[config.mk]
export PLATFORM = sky130hd
export DESIGN_NAME = lsu_mem_if_flat
export DESIGN_NICKNAME = d
export VERILOG_FILES = /design/src/rtl/lsu_mem_if_pkg.sv /design/src/rtl/lsu_mem_if_if.sv /design/src/rtl/lsu_mem_if_dext_align.sv /design/src/rtl/lsu_mem_if.sv /design/src/flat_wrapper.sv
export SDC_FILE = /design/constraint.sdc
export NUM_CORES = 1
export LEC_CHECK = 0
export CORE_UTILIZATION = 35
export DETAILED_ROUTE_END_ITERATION = 10
export GPL_TIMING_DRIVEN = 0
export PLACE_DENSITY = 0.82
export REMOVE_ABC_BUFFERS = 1
export SETUP_SLACK_MARGIN = 0.05
export SLEW_MARGIN = 20
export SYNTH_ARGS = -nofsm -noshare
export SYNTH_HDL_FRONTEND = slang
export SYNTH_SLANG_ARGS = --single-unit
[constraint.sdc]
create_clock -name clk -period 2.7 [get_ports clk]
set_clock_uncertainty 0.15 [all_clocks]
set_input_delay 0.54 -clock clk [delete_from_list [all_inputs] [get_ports clk]]
set_output_delay 0.54 -clock clk [all_outputs]
set_load 0.1 [all_outputs]
[src/rtl/lsu_mem_if_pkg.sv]
// Shared definitions for the memory-stage load/store unit.
// Width/sign codes match the decode-side DextControl encoding.
// Optional feature macro: LSU_MISALIGN_TRAP_EN (used by lsu_mem_if).
package lsu_mem_if_pkg;

    localparam logic [2:0] DEXT_B  = 3'b000;
    localparam logic [2:0] DEXT_H  = 3'b001;
    localparam logic [2:0] DEXT_W  = 3'b010;
    localparam logic [2:0] DEXT_BU = 3'b100;
    localparam logic [2:0] DEXT_HU = 3'b101;

    // Legacy-compatible state encoding
    typedef logic [1:0] lsu_state_t;
    localparam lsu_state_t IDLE   = 2'd0;
    localparam lsu_state_t REQ    = 2'd1;
    localparam lsu_state_t WAIT_R = 2'd2;
    localparam lsu_state_t DONE   = 2'd3;

    // True when the access cannot be issued as-is: misaligned half/word or an illegal code
    function automatic logic dext_misaligned(input logic [2:0] dext, input logic [1:0] off);
        case (dext)
            DEXT_B, DEXT_BU: return 1'b0;
            DEXT_H, DEXT_HU: return off[0];
            DEXT_W:          return (off != 2'b00);
            default:         return 1'b1;
        endcase
    endfunction

endpackage

[src/rtl/lsu_mem_if_if.sv]
// Data-memory bus between the LSU (master) and the memory (slave).
interface lsu_mem_if_if #(
    parameter int unsigned ADDR_W = 32
);
    logic              dmem_req;
    logic              dmem_we;
    logic [ADDR_W-1:0] dmem_addr;
    logic [3:0]        dmem_be;
    logic [31:0]       dmem_wdata;
    logic              dmem_gnt;
    logic              dmem_rvalid;
    logic [31:0]       dmem_rdata;

    modport master (
        output dmem_req, dmem_we, dmem_addr, dmem_be, dmem_wdata,
        input  dmem_gnt, dmem_rvalid, dmem_rdata
    );

    modport slave (
        input  dmem_req, dmem_we, dmem_addr, dmem_be, dmem_wdata,
        output dmem_gnt, dmem_rvalid, dmem_rdata
    );
endinterface

[src/rtl/lsu_mem_if_dext_align.sv]
// Combinational lane steering: store byte enables / replicated data,
// and load byte/half extraction with sign or zero extension.
// Illegal codes fall through to word behaviour.
module lsu_mem_if_dext_align
    import lsu_mem_if_pkg::*;
(
    input  logic [2:0]  i_dext,
    input  logic [1:0]  i_off,
    input  logic [31:0] i_wdata,
    input  logic [31:0] i_rdata,
    output logic [3:0]  o_be,
    output logic [31:0] o_wdata,
    output logic [31:0] o_rdata
);
    logic [7:0]  w_byte;
    logic [15:0] w_half;

    // Store path: half uses off[1] only, so a misaligned half lands on its aligned lanes
    always_comb begin
        o_be    = 4'b1111;
        o_wdata = i_wdata;
        case (i_dext)
            DEXT_B, DEXT_BU: begin
                o_be    = 4'b0001 << i_off;
                o_wdata = {4{i_wdata[7:0]}};
            end
            DEXT_H, DEXT_HU: begin
                o_be    = i_off[1] ? 4'b1100 : 4'b0011;
                o_wdata = {2{i_wdata[15:0]}};
            end
            default: begin
                o_be    = 4'b1111;
                o_wdata = i_wdata;
            end
        endcase
    end

    // Load path: pick the addressed lane and extend to 32 bits
    always_comb begin
        w_byte  = i_rdata[{i_off, 3'b000} +: 8];
        w_half  = i_off[1] ? i_rdata[31:16] : i_rdata[15:0];
        o_rdata = i_rdata;
        case (i_dext)
            DEXT_B:  o_rdata = {{24{w_byte[7]}}, w_byte};
            DEXT_BU: o_rdata = {24'h000000, w_byte};
            DEXT_H:  o_rdata = {{16{w_half[15]}}, w_half};
            DEXT_HU: o_rdata = {16'h0000, w_half};
            default: o_rdata = i_rdata;
        endcase
    end

endmodule

[src/rtl/lsu_mem_if.sv]
// Memory-stage load/store unit: issues one data-memory transaction per
// M-stage load/store, stalls the pipeline until it completes, and returns
// the extended load result in ReadDataM.
// Optional feature macro: LSU_MISALIGN_TRAP_EN (misaligned/illegal accesses
// are suppressed and flagged on MisalignM instead of being issued aligned).
module lsu_mem_if
    import lsu_mem_if_pkg::*;
#(
    parameter int unsigned ADDR_W = 32
) (
    input  logic              clk,
    input  logic              reset_n,
    input  logic              MemReadM,
    input  logic              MemWriteM,
    input  logic [2:0]        DextControlM,
    input  logic [ADDR_W-1:0] ALUResultM,
    input  logic [31:0]       WriteDataM,
    output logic [31:0]       ReadDataM,
    output logic              StallM,
    output logic              MisalignM,
    lsu_mem_if_if.master      dmem
);
    lsu_state_t  r_state;
    lsu_state_t  w_next;
    logic [1:0]  r_off;
    logic [31:0] r_rdata;
    logic        r_misalign;

    logic        w_op;
    logic        w_store;
    logic        w_trap;
    logic        w_req;
    logic [1:0]  w_off;
    logic [3:0]  w_be;
    logic [31:0] w_wdata;
    logic [31:0] w_load_ext;

    assign w_op    = MemReadM | MemWriteM;
    assign w_store = MemWriteM;

`ifdef LSU_MISALIGN_TRAP_EN
    assign w_trap = (r_state == IDLE) & w_op & dext_misaligned(DextControlM, ALUResultM[1:0]);
`else
    assign w_trap = 1'b0;
`endif

    // In IDLE the offset is not yet registered, so steer from the live address
    assign w_off = (r_state == IDLE) ? ALUResultM[1:0] : r_off;

    lsu_mem_if_dext_align u_align (
        .i_dext  (DextControlM),
        .i_off   (w_off),
        .i_wdata (WriteDataM),
        .i_rdata (dmem.dmem_rdata),
        .o_be    (w_be),
        .o_wdata (w_wdata),
        .o_rdata (w_load_ext)
    );

    // Next-state logic; gnt only matters in IDLE/REQ, rvalid only in WAIT_R
    always_comb begin
        w_next = r_state;
        case (r_state)
            IDLE: begin
                if (w_op) begin
                    if (w_trap)
                        w_next = DONE;
                    else if (dmem.dmem_gnt)
                        w_next = w_store ? DONE : WAIT_R;
                    else
                        w_next = REQ;
                end
            end
            REQ: begin
                if (dmem.dmem_gnt)
                    w_next = w_store ? DONE : WAIT_R;
            end
            WAIT_R: begin
                if (dmem.dmem_rvalid)
                    w_next = DONE;
            end
            DONE:    w_next = IDLE;
            default: w_next = IDLE;
        endcase
    end

    // Bus request and pipeline stall outputs
    always_comb begin
        w_req           = ((r_state == IDLE) & w_op & ~w_trap) | (r_state == REQ);
        StallM          = ((r_state == IDLE) & w_op) | (r_state == REQ) | (r_state == WAIT_R);
        dmem.dmem_req   = w_req;
        dmem.dmem_we    = w_req & w_store;
        dmem.dmem_addr  = {ALUResultM[ADDR_W-1:2], 2'b00};
        dmem.dmem_be    = w_store ? w_be : 4'b1111;
        dmem.dmem_wdata = w_wdata;
    end

    // State, offset, load result and one-cycle misalign flag
    always_ff @(posedge clk or negedge reset_n) begin
        if (!reset_n) begin
            r_state    <= IDLE;
            r_off      <= 2'b00;
            r_rdata    <= '0;
            r_misalign <= 1'b0;
        end else begin
            r_state    <= w_next;
            r_misalign <= 1'b0;
            if ((r_state == IDLE) && w_op)
                r_off <= ALUResultM[1:0];
            if (w_trap) begin
                r_misalign <= 1'b1;
                if (!w_store)
                    r_rdata <= '0;
            end
            if ((r_state == WAIT_R) && dmem.dmem_rvalid)
                r_rdata <= w_load_ext;
        end
    end

    assign ReadDataM = r_rdata;
    assign MisalignM = r_misalign;

endmodule
[src/flat_wrapper.sv]
// flat-port wrapper written by rule: the top's interface ports become plain ports
module lsu_mem_if_flat import lsu_mem_if_pkg::*;
#(
    parameter int unsigned ADDR_W = 32
)
  (clk, reset_n, MemReadM, MemWriteM, DextControlM, ALUResultM, WriteDataM, ReadDataM, StallM, MisalignM, dmem_dmem_req, dmem_dmem_we, dmem_dmem_addr, dmem_dmem_be, dmem_dmem_wdata, dmem_dmem_gnt, dmem_dmem_rvalid, dmem_dmem_rdata);
  lsu_mem_if_if #(.ADDR_W(ADDR_W)) dmem_i ();
  input  logic clk;
  input  logic reset_n;
  input  logic MemReadM;
  input  logic MemWriteM;
  input  logic [2:0] DextControlM;
  input  logic [ADDR_W-1:0] ALUResultM;
  input  logic [31:0] WriteDataM;
  output logic [31:0] ReadDataM;
  output logic StallM;
  output logic MisalignM;
  output wire logic [$bits(dmem_i.dmem_req)-1:0] dmem_dmem_req;
  output wire logic [$bits(dmem_i.dmem_we)-1:0] dmem_dmem_we;
  output wire logic [$bits(dmem_i.dmem_addr)-1:0] dmem_dmem_addr;
  output wire logic [$bits(dmem_i.dmem_be)-1:0] dmem_dmem_be;
  output wire logic [$bits(dmem_i.dmem_wdata)-1:0] dmem_dmem_wdata;
  input wire logic [$bits(dmem_i.dmem_gnt)-1:0] dmem_dmem_gnt;
  input wire logic [$bits(dmem_i.dmem_rvalid)-1:0] dmem_dmem_rvalid;
  input wire logic [$bits(dmem_i.dmem_rdata)-1:0] dmem_dmem_rdata;
  assign dmem_dmem_req = dmem_i.dmem_req;
  assign dmem_dmem_we = dmem_i.dmem_we;
  assign dmem_dmem_addr = dmem_i.dmem_addr;
  assign dmem_dmem_be = dmem_i.dmem_be;
  assign dmem_dmem_wdata = dmem_i.dmem_wdata;
  assign dmem_i.dmem_gnt = dmem_dmem_gnt;
  assign dmem_i.dmem_rvalid = dmem_dmem_rvalid;
  assign dmem_i.dmem_rdata = dmem_dmem_rdata;
  lsu_mem_if #(.ADDR_W(ADDR_W)) u_core (.clk(clk), .reset_n(reset_n), .MemReadM(MemReadM), .MemWriteM(MemWriteM), .DextControlM(DextControlM), .ALUResultM(ALUResultM), .WriteDataM(WriteDataM), .ReadDataM(ReadDataM), .StallM(StallM), .MisalignM(MisalignM), .dmem(dmem_i));
endmodule
---- Yosys cells after proc, flatten, opt, wreduce, memory -nomap -nowiden ----
Cells that the tools add are included.
word-level totals
  bits of input ports ..................... 105
  register bits after elaboration ......... 36
  output and inout bits ................... 104
  logic and storage cells ................. 39
cells by class
  shift operators ......................... 2
  eq/ne operators ......................... 9
  muxes and demuxes ....................... 13
  bitwise gates (word level) .............. 5
  reduce and logical (&&, ||, !) cells .... 7
operator list
  operator                                                                  number
  32-bit one-hot mux with 4 select lines                                    1
  32-bit one-hot mux with 2 select lines                                    1
  32-bit by 6-bit variable part select with 8-bit output                    1
  16-bit 2-to-1 mux                                                         1
  2-bit 2-to-1 mux                                                          5
  4-bit 2-to-1 mux                                                          2
  2-bit one-hot mux with 4 select lines                                     1
  4-bit one-hot mux with 2 select lines                                     1
  3-bit equality test (second input constant)                               2
  2-bit equality test (second input constant)                               2
  2-bit inequality test (second input constant)                             2
  2-bit OR reduction                                                        2
  1-bit by 2-bit << shifter with 4-bit output (first input constant)        1
  3-bit by 1-bit equality test with 1-bit output (second input constant)    1
  3-bit logical NOT                                                         1
  1-bit OR                                                                  3
  3-bit AND reduction                                                       1
  1-bit bitwise AND                                                         2
  2-bit by 1-bit equality test with 1-bit output (second input constant)    1
  1-bit logical AND                                                         2
  2-bit logical NOT                                                         1
  2-bit by 1-bit inequality test with 1-bit output (second input constant)  1
  1-bit 2-to-1 mux                                                          1

---- Longest topological paths before layout ----
Gate-level depths: netlist of the first run.
  word-level depth ........................ 5
  gate-level depth with buffers ........... 9
  depth with buffers taken out ............ 6

---- By module ----
From an unflattened synthesis of the first run, not the netlist that was laid out.
second synthesis, totals
  cell total of the unflattened synthesis .. 324
  area, all modules ....................... 3,036.7 um^2
modules (own cells, without submodules)
  module                 area each (um^2)  cells each  seq. area each (um^2)  instances
  lsu_mem_if             1,780.5           136         900.9                  1
  lsu_mem_if_dext_align  1,256.2           188         0.0                    1

---- Least setup slack after synthesis of the first run ----
Ideal clock, no wire load.
  kind .................................... reg2out
  start point ............................. register u_core.r_state[0]
  end point ............................... output dmem_dmem_be[0]
  buffers on the path ..................... 2
  required time ........................... 2.010 ns
  stages on the path, launching flop included .. 7
  arrival ................................. 3.404 ns
  path slack .............................. -1.394 ns
  cells stage by stage .................... dfrtp_1 -> inv_1 -> ha_1 -> buf_6 -> mux2_4 -> clkbuf_1 -> o21ai_0
on the way
  word-level cells in the longest chain between the ends .. 5
  elaborated cells on any way between the ends .. 6
  classes of those cells .................. shift: 1; mux: 4; reduce/logical: 1
RTL lines
  element                                                                          line                                                      text
  start: declaration                                                               lsu_mem_if.sv:23                                          lsu_state_t r_state;
  start signal: assignment                                                         lsu_mem_if.sv:106                                         r_state <= w_next;
  2-bit logical NOT (*)                                                            lsu_mem_if.sv:48                                          assign w_off = (r_state == IDLE) ? ALUResultM[1:0] : r_off;
  2-bit 2-to-1 mux (*)                                                             lsu_mem_if.sv:48
  4-bit 2-to-1 mux or 1-bit by 2-bit << shifter with 4-bit output (tied branches)  lsu_mem_if_dext_align.sv:28, lsu_mem_if_dext_align.sv:24
  4-bit one-hot mux with 2 select lines (*)                                        lsu_mem_if_dext_align.sv:22                               case (i_dext)
  4-bit 2-to-1 mux (*)                                                             lsu_mem_if.sv:94                                          dmem.dmem_be = w_store ? w_be : 4'b1111;
  end: declaration                                                                 flat_wrapper.sv:21                                        output wire logic [$bits(dmem_i.dmem_be)-1:0] dmem_dmem_be;
Mark *: on every way between the ends. The rest lies on a longest branch, timed or not.

---- Worst setup path in the final report of the first run ----
  start point ............................. input WriteDataM[4]
  end point ............................... output dmem_dmem_wdata[4]
on the way
  word-level cells in the longest chain between the ends .. 1
RTL lines
  element                                 line                         text
  start: declaration                      flat_wrapper.sv:14           input logic [31:0] WriteDataM;
  32-bit one-hot mux with 2 select lines  lsu_mem_if_dext_align.sv:22
  end: declaration                        flat_wrapper.sv:22           output wire logic [$bits(dmem_i.dmem_wdata)-1:0] dmem_dmem_wdata;
No other way between the ends.

==> impl_results.md, run 1 <==
* DR WL/cell at approximately 20 um
* WP data arrival at a little under 2000 ps
* Design area at about 4300 um2
* Largest cells by area after synthesis: dfrtp_1 31%, buf_4 11%, mux2_2 11%
* Placer Congestion at between 0.8 and 0.9
* Worst setup margin at 52.9 ps
* Netlist cell types at 39
* Worst-path cell chain: clkdlybuf4s50_1, dlygate4sd2_1
* Clk Tree Root Cell: clkbuf_8
* Worst-path fanout max at 4
* Top-count cell post-synth: buf_4
* Synth Instances at roughly 330
* Kind of end point of the critical path: output pin
* Commonest register cell after synthesis: dfrtp_1
* Maxcap violations at 0
* Final worst path period need at approximately 2600 ps
* Via count at between 2000 and 3000
* Final slew viol count at 0
* Share of flip-flops with an asynchronous set or reset at between 90% and 100%
* Core Area at about 8000 um2
* CP peak stage delay at just under 900 ps
* GR Util All Layers at 24.4%
* RSZ-0062 raised after global routing: true
* Leakage at 1.74 nW
* Max VDD drop at 494 uV
* Initial core utilization at between 30% and 40%
* Slew HR at roughly a third
* Syn_area_per_cell at around 8.8 um2
* CTS Buf Count at 5
* Placement-stage cell area at 4090 um2
* DIE WIDTH at roughly 92 um
* Status: finished, final reports clean
* First-pass GRT wire length at around 16000 um
* Chip height at 92.4 um
* WS Path Type: primary input to output pin
* Least-Margin Pin Slew at ~1000 ps
* CTS tree: done
* Synth cell count leaders: 41 x buf_4, 36 x dfrtp_1, 30 x o21ai_0
* Share of cells above drive strength 1 at between 20 and 25%
* Worst setup SP type: primary input
* Setup WS pre-CTS at -1940 ps
* Die ar. at around 8500 um2
* Dpl hpwl at between 7000 and 8000 um
* Buffers on Ports at 145
* Mapped cell area at around 2900 um2
* Initial antenna violation count at 0
* Vias per cell at ~5.6
* Final cycle utilization of the critical path at 98.0%
* Antenna diodes at 0
* CP Buf/Inv Count at 2
* Reg clk slew, reported paths at 80 ps
* Sequential share of the synthesized area at 31.5%
* Synth top area share at a little under a third
* Placed Instances at roughly 500
* Flops & latches, synth at 36
* Post-synth EDFFs at 0
* CTS HTree Levels at 2
* Floorplan row count at 32
* IO Pins at 209
* Vias in the first global route at about 2900
* Critical-path top delay cell: dlygate4sd2_1
* Post-synth top area cell: dfrtp_1
* DR DRC count at 0
* Fin. Hold Viols at 0
* Final hold slack at between 30 and 40 ps
* Clock Path Buffers at 2
* 1st-pass router iterations at 4
* Worst Hold Class: primary input to async pin
* Ys Warns at 0
* Power density cells at 1390 nW/um2
* Total Wirelength at a little over 10000 um
* Initial DRC Count at between 100 and 150
* Synth-to-layout area growth at 50.3%
* Required time worst endpoint at 2010 ps
* Clock tree sinks at 36
* GRT Residual Overflow at 0
* CP top delay family: buffers and inverters
* Worst skew pair latency at 300 ps
* Final count of negative-setup-slack endpoints at 0
* Fin cells at around 530
* Fin nets at 533
* Remaining antenna violation count at 0
* Fmax at roughly 380 MHz
* Largest net degree at the start of global routing at 39
final timing paths:
| path | to | slack (ps) | from | depth (start not counted) |
|---|---|---|---|---|
| max | dmem_dmem_wdata[4] | 50 | WriteDataM[4] | 2 |
| max in group asynchronous | u_core.ReadDataM[21]$_DFFE_PN0P_ | 1900 | reset_n | 2 |
| min | u_core.r_state[1]$_DFFE_PN0P_ | 30 | reset_n | 1 |
| max reg2reg | u_core.ReadDataM[12]$_DFFE_PN0P_ | 300 | u_core.r_state[0]$_DFFE_PN0P_ | 6 |
| min in group clk | u_core.ReadDataM[19]$_DFFE_PN0P_ | 400 | u_core.ReadDataM[19]$_DFFE_PN0P_ | 2 |
| min reg2reg | u_core.ReadDataM[19]$_DFFE_PN0P_ | 400 | u_core.ReadDataM[19]$_DFFE_PN0P_ | 2 |
state kept, by name (all words and copies together) (netlist names):
name / flops
u_core.ReadDataM: 32
u_core.r_off: 2
u_core.r_state: 2
logic make-up after synthesis:
logic type      count (synthesis)  synth area share (%)
compound gates                101                  22.0
buf+inv                        70                  14.9
simple gates                   69                  11.9
mux                            47                  18.2
flops                          36                  31.5
fa+ha+maj                       3                  1.31
other cells                     1                 0.131
cells in the final DEF (no fill, tap or decap), drive strengths merged, types with 6 or more instances in the layout:
cell and instances:
nand3b 8, nand2 18, o22ai 16, mux2 28, mux2i 18, dfrtp 36
nor2 24, buf 28, inv 6, a211oi 6, clkdlybuf4s15 12, clkdlybuf4s50 103
o21ai 30, clkbuf 11, a21oi 28
report_power, final:
group | internal [mW] | switching, mW | total, mW | leakage, nW
Sequential | 0.806 | 0.170 | 0.976 | 0.420
Clock | 0.326 | 0.212 | 0.538 | 0.0645
Combinational | 1.23 | 3.23 | 4.46 | 1.26
Total | 2.37 | 3.61 | 5.98 | 1.74
cell type report:
class	instances	area [um2]
fillers	722	3500
multi-input cells	223	1620
repair buffers	153	1510
flip-flops and latches	36	901
well taps	102	128
clock buffers	7	96.3
clock inverters	1	30.0
inverters	6	22.5
layer usage:
metal	global-route usage, %	up-vias	share of wire [%]
met4	8.33	2	1.5
met5	5.13	-	0.33
li1	-	1336	-
met2	38.5	190	46
met3	11.4	15	12
met1	28.7	1397	40
per-stage QoR:
| stage | TNS (ps) | utilization (%) | power [mW] |
|---|---|---|---|
| floorplan | -12350 | - | 4.15 |
| global route | 0 | 55.1 | 6.24 |
| CTS | 0 | 55.0 | 5.94 |
| detailed placement | -47900 | 52.3 | 5.27 |
| global placement | -91510 | 51.8 | 5.19 |
| finish | 0 | 55.1 | 5.98 |
repair_timing:
action / CTS / global route
hold buffers: 0 / 0
setup endpoints to repair: 63 / 26
pin swaps: 2 / 1
setup buffers: 4 / 2
resized for setup: 189 / 20
Note: power is estimated with default switching activity, not from simulation.
==> inputs of run 2 (changes only) <==
- CORE_UTILIZATION: 35 -> 36
- SYNTH_HIERARCHICAL: default -> 1
==> run 2 against run 1 <==
Compared with the run above:
- clock-buffer cell count stayed put
- critical endpoint unchanged
- critical path depth stayed put
- hold slack better by 11 ps
- combinational power is 7.4% higher
- clock power is 22% lower
- global-route usage is 0.66 points lower
- synthesized area is 6.1% higher
==> impl_results.md, run 2 <==
* Status: finished, final reports clean (unchanged)
* Reg clk slew, reported paths at 80 ps (about the same)
* Mapped cell area at 3040 um2 (was 2860 um2)
* Die ar. at 8810 um2 (was 8550 um2)
* Grt met1 use at 32.0% (was 28.7%)
* Vias in the first global route at 2821 (was 2925)
* Fin. Hold Viols at 0 (unchanged)
* Most frequent cells in the layout: 101 x clkdlybuf4s50_1, 43 x mux2_2, 39 x nand2_1, 36 x dfrtp_1, 20 x nor2b_1 (was 103 x clkdlybuf4s50_1, 36 x dfrtp_1, 28 x a21oi_1, 26 x mux2_2, 25 x o21ai_0)
* Clock Path Buffers at 2 (unchanged)
* Syn_area_per_cell at 9.37 um2 (was 8.75 um2)
* Clock tree sinks at 36 (unchanged)
* CP top delay family: buffers and inverters (unchanged)
* GR Util All Layers at 23.7% (was 24.4%)
* Least-Margin Pin Slew at 1010 ps (about the same)
* Core Area at 8180 um2 (was 7810 um2)
* Largest cells by area after synthesis: dfrtp_1 30%, mux2_2 17%, buf_4 11% (was dfrtp_1 31%, buf_4 11%, mux2_2 11%)
* Kind of end point of the critical path: output pin (unchanged)
* IO Pins at 209 (unchanged)
* Fmax at 382 MHz (was 378 MHz)
* Worst Hold Class: primary input to async pin (unchanged)
* Pwr Total at 6.17 mW (was 5.98 mW)
* Final cycle utilization of the critical path at 96.9% (was 98.0%)
* Post-synth EDFFs at 0 (unchanged)
* Ys Warns at 6 (was 0)
* Synth top area share at 29.7% (was 31.5%)
* CTS Buf Count at 5 (unchanged)
* R2r setup slk at 170 ps (was 300 ps)
* DIE WIDTH at 93.8 um (was 92.4 um)
* Clk pwr share at 6.8% (was 9.0%)
* Total Wirelength at 10600 um (was 10400 um)
* CP peak stage delay at 850 ps (was 880 ps)
* Remaining antenna violation count at 0 (unchanged)
* Power density cells at 1350 nW/um2 (was 1390 nW/um2)
* M3 GR Usage at 8.98% (was 11.4%)
* CTS HTree Levels at 2 (unchanged)
* Hold buffers post-CTS at 0 (unchanged)
* Placer Congestion at 0.744 (was 0.802)
* Required time worst endpoint at 2010 ps (about the same)
* Synth cell count leaders: 45 x mux2_2, 43 x buf_4, 40 x nand2_1 (was 41 x buf_4, 36 x dfrtp_1, 30 x o21ai_0)
* WS Path Type: primary input to output pin (unchanged)
* Via count at 2853 (was 2940)
* Slew HR at 32.5% (was 32.6%)
* Leakage at 2.00 nW (was 1.74 nW)
* Initial DRC Count at 183 (was 142)
* First-pass GRT wire length at 15700 um (about the same)
* Top-count cell post-synth: mux2_2 (was buf_4)
* Share of flip-flops with an asynchronous set or reset at 100% (unchanged)
* Netlist cell types at 36 (was 39)
* Sw Share at 59.3% (was 60.4%)
* Largest net degree at the start of global routing at 34 (was 39)
* Floorplan row count at 33 (was 32)
* Met2 usage at 35.3% (was 38.5%)
* Largest register FFs at 32 (unchanged)
* Worst-path fanout max at 4 (unchanged)
* Post-synth top area cell: dfrtp_1 (unchanged)
* Worst-path cell chain: clkdlybuf4s50_1, clkdlybuf4s15_1 (was clkdlybuf4s50_1, dlygate4sd2_1)
* Synth-to-layout area growth at 50.0% (was 50.3%)
* Worst skew pair latency at 280 ps (was 300 ps)
* RSZ-0062 raised after global routing: true (unchanged)
* Dpl hpwl at 7660 um (was 7740 um)
* Antenna diodes at 0 (unchanged)
* DR WL/cell at 19.6 um (was 19.7 um)
* Critical-path top delay cell: clkdlybuf4s15_1 (was dlygate4sd2_1)
* Logic pwr share at 77.7% (was 74.7%)
* Flops & latches, synth at 36 (unchanged)
* Chip height at 93.8 um (was 92.4 um)
* GRT Residual Overflow at 0 (unchanged)
* Commonest register cell after synthesis: dfrtp_1 (unchanged)
* Final slew viol count at 0 (unchanged)
* Fin nets at 547 (was 533)
* Clk Tree Root Cell: clkbuf_8 (unchanged)
* Seq pwr share at 15.6% (was 16.3%)
* Final count of negative-setup-slack endpoints at 0 (unchanged)
* GR peak layer: met2 (unchanged)
* CTS tree: done (unchanged)
* Most common cell after layout, fill and taps aside: clkdlybuf4s50_1 (unchanged)
* Synth Instances at 324 (was 327)
* Initial antenna violation count at 0 (unchanged)
* Buffers on Ports at 145 (unchanged)
* Maxcap violations at 0 (unchanged)
* Worst setup SP type: primary input (unchanged)
* Final worst path period need at 2620 ps (was 2650 ps)
* Setup total negative slack at 0 ps (unchanged)
* DR DRC count at 0 (unchanged)
* Pint at 2.51 mW (was 2.37 mW)
* Max VDD drop at 880 uV (was 494 uV)
* Vias per cell at 5.26 (was 5.57)
* WP data arrival at 1930 ps (was 1960 ps)
* Share of cells above drive strength 1 at 29.1% (was 22.3%)
* Sequential share of the synthesized area at 29.7% (was 31.5%)
* 1st-pass router iterations at 4 (unchanged)
* CP Buf/Inv Count at 2 (unchanged)
* Initial core utilization at 37.1% (was 36.7%)
* Net Sw Power at 3.65 mW (was 3.61 mW)
==> run 2: cell count changes in the layout (fill, tap and decap cells not counted), sizes merged, moves of 5 or more <==
cell           change
and3               -5
o21ai             -20
a21oi             -28
nor2b             +20
nor2              -12
clkdlybuf4s15      +5
buf                +9
a22oi              +9
mux2              +19
nand3b             -8
nand2             +22
o221ai             +7
a211oi             -6
==> run 2: cell families after synthesis <==
logic type | Yosys count | share of synthesized area, %
AOI/OAI and AO/OA | 58 | 14.8
buffers and inverters | 70 | 15.2
other | 1 | 0.123
and+or+nand+nor | 88 | 14.3
muxes | 66 | 23.9
adders and majority gates | 5 | 2.06
DFF | 36 | 29.7
==> run 2: cell type report <==
| cell class | instances | area (um2) |
|---|---|---|
| Fill cell | 740 | 3620 |
| Multi-Input combinational cell | 222 | 1760 |
| Timing Repair Buffer | 165 | 1640 |
| Sequential cell | 36 | 901 |
| Tap cell | 105 | 131 |
| Clock buffer | 7 | 96.3 |
| Inverter | 7 | 30.0 |
==> run 2: timing repair <==
action / in CTS / in global routing
resized for setup: 169 / 22
gates cloned: 2 / 0
endpoints found under the setup margin: 71 / 45
pin swaps: 4 / 5
buffers inserted: 9 / 9
==> run 2: worst paths after layout <==
path,depth (start not counted),from,endpoint
min reg2reg,1,u_core/ReadDataM[24]$_DFFE_PN0P_,u_core/ReadDataM[24]$_DFFE_PN0P_
min,1,reset_n,u_core/ReadDataM[21]$_DFFE_PN0P_
max in group asynchronous,2,reset_n,u_core/ReadDataM[12]$_DFFE_PN0P_
min in group clk,1,u_core/ReadDataM[24]$_DFFE_PN0P_,u_core/ReadDataM[24]$_DFFE_PN0P_
max,2,WriteDataM[4],dmem_dmem_wdata[4]
max reg2reg,9,u_core/r_state[0]$_DFFE_PN0P_,u_core/ReadDataM[15]$_DFFE_PN0P_
==> run 2: per-stage QoR <==
| step | instance area (um2) | hold slack [ps] | setup slack [ps] | util (%) | cells |
|---|---|---|---|---|---|
| finish | 4550 | 42.8 | 83.2 | 55.7 | 542 |
| global route | 4550 | 62.1 | -10.1 | 55.7 | 542 |
| CTS | 4450 | 49.0 | 53.1 | 54.4 | 533 |
| detailed placement | 4240 | 343 | -1730 | 51.9 | 515 |
| global placement | 4190 | 333 | -2360 | 51.3 | 513 |
| floorplan | 2610 | 94.4 | -735 | - | 263 |
==> run 2: power groups by stage <==
stage | logic [mW] | clock network [mW] | registers (mW)
final | 4.79 | 0.419 | 0.959
after detailed placement | 4.44 | 0 | 0.968
after global routing | 4.95 | 0.463 | 0.992
after CTS | 4.64 | 0.435 | 0.960
after floorplan | 1.57 | 0 | 2.70
after global placement | 4.39 | 0 | 0.956
==> run 2: metal layers <==
| layer | part of all wire [%] | up-vias |
|---|---|---|
| li1 | - | 1330 |
| met1 | 44 | 1378 |
| met2 | 47 | 135 |
| met3 | 8.1 | 8 |
| met4 | 0.69 | 2 |
| met5 | 0.45 | - |
